<file path="src/rtl/ifetch_unit.sv">
// Instruction fetch stage: holds the PC, fetches from IROM over a req/ack handshake, and computes the next PC.
// Optional misaligned-target trap enabled by defining IFETCH_MISALIGN_TRAP_EN.
module ifetch_unit #(
  parameter logic [31:0] RESET_PC  = 32'h0000_0000,
  parameter int          BOOT_WAIT = 2
) (
  input  logic        clk,
  input  logic        rst_n,
  input  logic [1:0]  npc_op,
  input  logic        br_taken,
  input  logic [31:0] imm,
  input  logic [31:0] alu_c,
  input  logic        exec_done,
  output logic        imem_req,
  output logic [31:0] imem_addr,
  input  logic        imem_ack,
  input  logic [31:0] imem_rdata,
  output logic [31:0] inst,
  output logic        inst_valid,
  output logic [31:0] pc,
  output logic [31:0] pc4,
  output logic [31:0] instret
`ifdef IFETCH_MISALIGN_TRAP_EN
  ,
  output logic        misalign_trap
`endif
);

  localparam logic [1:0]  ST_BOOT = 2'd0;
  localparam logic [1:0]  ST_REQ  = 2'd1;
  localparam logic [1:0]  ST_HOLD = 2'd2;
`ifdef IFETCH_MISALIGN_TRAP_EN
  localparam logic [1:0]  ST_HALT = 2'd3;
`endif
  localparam logic [3:0]  BOOT_WAIT_C = 4'(BOOT_WAIT);
  localparam logic [31:0] NOP_INST    = 32'h0000_0013;

  logic [1:0]  state_q, state_d;
  logic [3:0]  boot_cnt_q, boot_cnt_d;
  logic [31:0] pc_q, pc_d;
  logic [31:0] inst_q, inst_d;
  logic        inst_valid_q, inst_valid_d;
  logic [31:0] instret_q, instret_d;
  logic [31:0] npc;
`ifdef IFETCH_MISALIGN_TRAP_EN
  logic        trap_q, trap_d;
`endif

  function automatic logic [31:0] calc_npc(input logic [1:0]  op,
                                           input logic        taken,
                                           input logic [31:0] cur_pc,
                                           input logic [31:0] offset,
                                           input logic [31:0] jalr_tgt);
    logic [31:0] res;
    case (op)
      2'b00:   res = cur_pc + 32'd4;
      2'b01:   res = cur_pc + offset;
      2'b10:   res = taken ? (cur_pc + offset) : (cur_pc + 32'd4);
      default: res = jalr_tgt & 32'hFFFF_FFFE;
    endcase
    return res;
  endfunction

  always_comb begin
    state_d      = state_q;
    boot_cnt_d   = boot_cnt_q;
    pc_d         = pc_q;
    inst_d       = inst_q;
    inst_valid_d = inst_valid_q;
    instret_d    = instret_q;
`ifdef IFETCH_MISALIGN_TRAP_EN
    trap_d       = trap_q;
`endif
    npc          = calc_npc(npc_op, br_taken, pc_q, imm, alu_c);

    case (state_q)
      ST_BOOT: begin
        if (boot_cnt_q == BOOT_WAIT_C) state_d = ST_REQ;
        else                           boot_cnt_d = boot_cnt_q + 4'd1;
      end
      ST_REQ: begin
        if (imem_ack) begin
          inst_d       = imem_rdata;
          inst_valid_d = 1'b1;
          state_d      = ST_HOLD;
        end
      end
      ST_HOLD: begin
        if (exec_done) begin
          inst_valid_d = 1'b0;
`ifdef IFETCH_MISALIGN_TRAP_EN
          // A misaligned target freezes the core without retiring the instruction.
          if (npc[1:0] != 2'b00) begin
            trap_d  = 1'b1;
            state_d = ST_HALT;
          end else begin
            pc_d      = npc;
            instret_d = instret_q + 32'd1;
            state_d   = ST_REQ;
          end
`else
          pc_d      = npc & 32'hFFFF_FFFC;
          instret_d = instret_q + 32'd1;
          state_d   = ST_REQ;
`endif
        end
      end
      default: ;
    endcase
  end

  always_ff @(posedge clk or negedge rst_n) begin
    if (!rst_n) begin
      state_q      <= ST_BOOT;
      boot_cnt_q   <= 4'd0;
      pc_q         <= RESET_PC;
      inst_q       <= NOP_INST;
      inst_valid_q <= 1'b0;
      instret_q    <= 32'd0;
`ifdef IFETCH_MISALIGN_TRAP_EN
      trap_q       <= 1'b0;
`endif
    end else begin
      state_q      <= state_d;
      boot_cnt_q   <= boot_cnt_d;
      pc_q         <= pc_d;
      inst_q       <= inst_d;
      inst_valid_q <= inst_valid_d;
      instret_q    <= instret_d;
`ifdef IFETCH_MISALIGN_TRAP_EN
      trap_q       <= trap_d;
`endif
    end
  end

  assign imem_req   = (state_q == ST_REQ);
  assign imem_addr  = pc_q;
  assign inst       = inst_q;
  assign inst_valid = inst_valid_q;
  assign pc         = pc_q;
  assign pc4        = pc_q + 32'd4;
  assign instret    = instret_q;
`ifdef IFETCH_MISALIGN_TRAP_EN
  assign misalign_trap = trap_q;
`endif

endmodule

</file>
<file path="config.mk">
export PLATFORM = sky130hd
export DESIGN_NAME = ifetch_unit
export DESIGN_NICKNAME = d
export VERILOG_FILES = /design/src/rtl/ifetch_unit.sv
export SDC_FILE = /design/constraint.sdc
export NUM_CORES = 1
export LEC_CHECK = 0
export CORE_UTILIZATION = 40
export DETAILED_ROUTE_END_ITERATION = 8
export PLACE_DENSITY_LB_ADDON = 0.2
export SLEW_MARGIN = 5
export SYNTH_ARGS = -nofsm -noshare
export SYNTH_HDL_FRONTEND = slang
export SYNTH_SLANG_ARGS = --single-unit
</file>
<file path="constraint.sdc">
create_clock -name clk -period 3 [get_ports clk]
set_clock_uncertainty 0.2 [all_clocks]
set_input_delay 0.6 -clock clk [delete_from_list [all_inputs] [get_ports clk]]
set_output_delay 0.6 -clock clk [all_outputs]
set_load 0.02 [all_outputs]
</file>
# Word-level counts from Yosys, hierarchy flattened
# Cells that the tools add are included.
# totals
ff_bits	101
in_bits	103
output_inout_bits	162
wordCells	37
# classes
n_addsub	4
eq_ne	8
mux	9
bitwise	1
n_reduce_logical	9
# ops
op	n
$pmux W32 S3	1
$add A32 B1 Y32 const B	1
$add A32 B3 Y32 const B	1
$add A32 B32 Y32	1
$mux W32	1
$mux W2	3
$pmux W2 S3	1
$reduce_and A2 Y1	3
$add A4 B1 Y4 const B	1
$eq A2 B1 Y1 const B	2
$eq A2 B2 Y1 const B	2
$eq A4 B2 Y1 const B	1
$logic_not A2 Y1	2
$ne A2 B2 Y1 const B	2
$reduce_and A4 Y1	1
$reduce_and A3 Y1	1
$reduce_bool A3 Y1	1
$mux W1	2
$ne A2 B1 Y1 const B	1
$pmux W1 S2	1
$reduce_bool A2 Y1	1
$not A1 Y1	1

# Depth between registers and ports, before layout
# depth
ltp_word	3
mapped_depth	13
depth_no_buf	13

# Worst setup path before layout
# OpenSTA, ideal clock, no wires.
# synth_path
kind	input -> register
from	input imm[18]
to	register pc_q[31], in the netlist imem_addr[31]
setup_ps	119
arrival_time_ps	2740
required_time_ps	2681
setup_slack_ps	-59
cell_stages	11
path_buffers	0
path_cell_list	ha_1 a21o_1 a21o_1 a21o_1 a21oi_1 and2b_4 o211ai_2 or4_1 o211a_2 xnor2_2 o21ba_1
# synth_via
elab_chain_cells	3
# synth_rtl
element	line	source
from (decl)	11	input logic [31:0] imm,
$add A32 B32 Y32 (*)	57, 58	
$mux W32	58	2'b10: res = taken ? (cur_pc + offset) : (cur_pc + 32'd4);
$pmux W32 S3 (*)	55	case (op)
to (signal assigned)	126	pc_q <= pc_d;
to (decl)	40	logic [31:0] pc_q, pc_d;
# Mark *: on every way between the ends. The rest lies on a longest branch, timed or not.
# A chain may end at the register's enable or synchronous reset.

# Final worst setup path
# layout_path
from	register pc_q[2], in the netlist imem_addr[2]
to	register pc_q[28], in the netlist imem_addr[28]
# layout_via
elab_chain_cells	3
elab_cells_between_ends	4
classes_between	add/sub (2); mux (2)
# layout_rtl
element	line
$add A32 B3 Y32 or $add A32 B32 Y32 (tied branches)	56, 58, 57
$mux W32	58
$pmux W32 S3 (*)	55
# Marks and branches as above.

==> run summary <==
Outcome -> finished, violations left
Violated checks -> setup timing
First-pass GRT wire length -> 34.6 mm
Nets -> 1201
Final WS setup -> -0.0775 ns
WP buf/inv -> 3
Diodes inserted -> 0
Starting Density -> 0.415
Clock tree buffer depth -> 2
Post-DRT Antenna Nets -> 0
Setup CP Type -> flop to flop
Area leader, netlist -> dfrtp_1
Critical path peak fanout -> 4
Final setup fails -> 6
# IOs -> 265
Worst min path class -> flop to flop
1st-iter DRT viols -> 294
Initial antenna violation count -> 0
Final hold vios -> 0
CP delay by family, top -> compound AO/OA/AOI/OAI gates
Register area share after synthesis -> 0.379
PwrDens -> 926 nW/um^2
Core area -> 16100 um^2
Max-cap viol count -> 0
Clock Latency Late Sink -> 0.35 ns
Post-route DRC -> 0
Max VDD drop -> 519 uV
Vias in the first global route -> 6741
Synth unique cells -> 69
CTS tree -> built
Aggregate global-route resource usage -> 0.252
Yosys warns -> 0
Placer congestion estimate -> 0.854
Max Clock Freq -> 0.325 GHz
Top_reg_cell synth -> dfrtp_1
Routed len/inst -> 17.0 um
Most common cell after layout, fill and taps aside -> clkdlybuf4s50_1
Worst path max stage delay -> 0.42 ns
P&R area growth vs syn -> 64.1%
Via count -> 6671
Synth Register Bits -> 101
Clk slew on worst S/H paths -> 0.08 ns
Fin Hold WS -> 0.270 ns
Crit path cell chain -> buf_6 > ha_4 > inv_2 > fa_2 > nor2b_1 > o21a_1 > o21ai_2 > a21oi_2 > nand4bb_1 > and2_4 > buf_12 > a31oi_4 > o21bai_1 > mux2_4 > nor2_4
Max-slew headroom -> 0.560
Port Buf Inserts -> 254
Root Buffer -> clkbuf_16
Largest net degree at the start of global routing -> 51
Cells after synthesis -> 714
Total iterations of the first detailed-routing run -> 5
Commonest cells after routing, fill and taps aside -> 214 x clkdlybuf4s50_1, 142 x buf_4, 98 x dfrtp_1
Yosys top cell area share -> 0.368
Syn_area_per_cell -> 9.34 um^2
Die Ht -> 131 um
Unrepaired setup endpoints after global routing -> true
Setup WS pre-CTS -> -0.628 ns
Number of synthesized flops with an enable pin -> 0
Area contributors post-synth -> dfrtp_1 37%, xnor2_1 7.9%, ha_1 6.2%, mux2_2 5.6%, buf_4 4.2%
Dpl hpwl -> 16.0 mm
Drt total wl -> 21.8 mm
Slew Viols, Final -> 0
Via density per instance -> 5.19
Filler Cell Count -> 1277
DIE WIDTH -> 131 um
CP Launch Type -> flop
CP Capture Type -> flop
Final Critical Period -> 3.08 ns
Slew @ Worst Pin -> 0.656 ns
CTS H-tree lvls -> 3
Cell at the slowest stage of the critical path -> dfrtp_1
Mapped cell area -> 6670 um^2
Leakage -> 4.85 nW
WP data arrival -> 3.16 ns
CTS Buf Count -> 9
Final period utilization -> 1.03
Row count -> 46
Clock sink count -> 101
Asr flop ratio synth -> 1.00
GRT overflow -> 0
Layout cells sized above 1 -> 0.272
Die ar. -> 17200 um^2
Worst Path Required -> 3.08 ns
## cell families after synthesis
| group | Yosys count | synth area share |
|---|---|---|
| AND/OR/NAND/NOR | 226 | 0.165 |
| AO/OA/AOI/OAI | 155 | 0.155 |
| flip-flops | 101 | 0.379 |
| XOR/XNOR | 84 | 0.111 |
| buffers and inverters | 78 | 0.0647 |
| multiplexers | 35 | 0.0587 |
| adder cells (fa/ha/maj) | 34 | 0.0649 |
| other | 1 | 0.000562 |
## stage by stage
stage	power [mW]	setup TNS [ns]	util	instances	area, um^2
CTS	9.86	-0.0297	0.668	1282	10700
floorplan	5.59	0	-	719	6760
global route	10.7	-1.48	0.682	1285	10900
global placement	8.33	-8.85	0.635	1258	10200
finish	10.1	-0.151	0.682	1285	10900
detailed placement	8.40	-9.44	0.635	1258	10200
## flip-flops by register name, indices dropped and copies added, names as in the netlist
register    flops
inst           32
instret        32
inst_valid      1
imem_addr      30
state_q         2
boot_cnt_q      4
## routing by layer
layer | vias up | part of all wire | global-route usage
li1 | 3193 | - | -
met1 | 3215 | 0.43 | 0.322
met2 | 233 | 0.50 | 0.433
met3 | 30 | 0.058 | 0.0382
met4 | 0 | 0.017 | 0.0830
met5 | - | 0 | 0
## power by group
| part | switching, mW | internal (mW) | leakage [nW] |
|---|---|---|---|
| registers | 0.319 | 1.75 | 1.28 |
| logic | 3.39 | 3.48 | 3.43 |
| clock network | 0.591 | 0.612 | 0.146 |
## synth_stat cells, types with 6 or more instances
master / number
o21ai_0: 19
nand3_1: 32
a22oi_1: 6
and3_1: 11
xor2_1: 23
nand2_1: 71
nor2_1: 60
dfrtp_1: 98
a21o_1: 15
inv_1: 19
clkbuf_1: 19
o22ai_1: 6
xnor2_1: 60
ha_1: 33
a31oi_1: 8
o21ai_1: 6
a221oi_1: 14
nand4_1: 10
buf_4: 37
nor2b_1: 7
nor3_1: 7
a21oi_1: 45
o21a_1: 6
mux2_2: 33
## path summary, 6_finish.rpt
check                        startpoint             to  slack [ns]  cells past startpoint
max reg2reg                imem_addr[2]  imem_addr[28]       -0.08                     15
max                        imem_addr[2]  imem_addr[28]       -0.08                     15
min in group asynchronous         rst_n  imem_addr[26]        0.52                      2
max in group asynchronous         rst_n    instret[31]        1.42                      3
min                         instret[31]    instret[31]        0.27                      1
min reg2reg                 instret[31]    instret[31]        0.27                      1
## repair_timing
item / in CTS / in global routing
hold buffers: 1 / 0
cloned: 0 / 0
pin swaps: 18 / 29
gates resized for setup: 128 / 52
hold endpoints to repair: 25 / 0
buffers inserted: 7 / 3
setup endpoints to repair: 37 / 29
## cell type report
class                           instances  area, um^2  share of cell area
Clock buffer                           10         239              0.0218
Clock inverter                          6        63.8             0.00583
Inverter                               21        78.8             0.00720
Multi-Input combinational cell        540        4230               0.386
Sequential cell                       101        2530               0.231
Tap cell                              216         270              0.0247
Timing Repair Buffer                  391        3540               0.323
(Power assumes the default switching activity.)
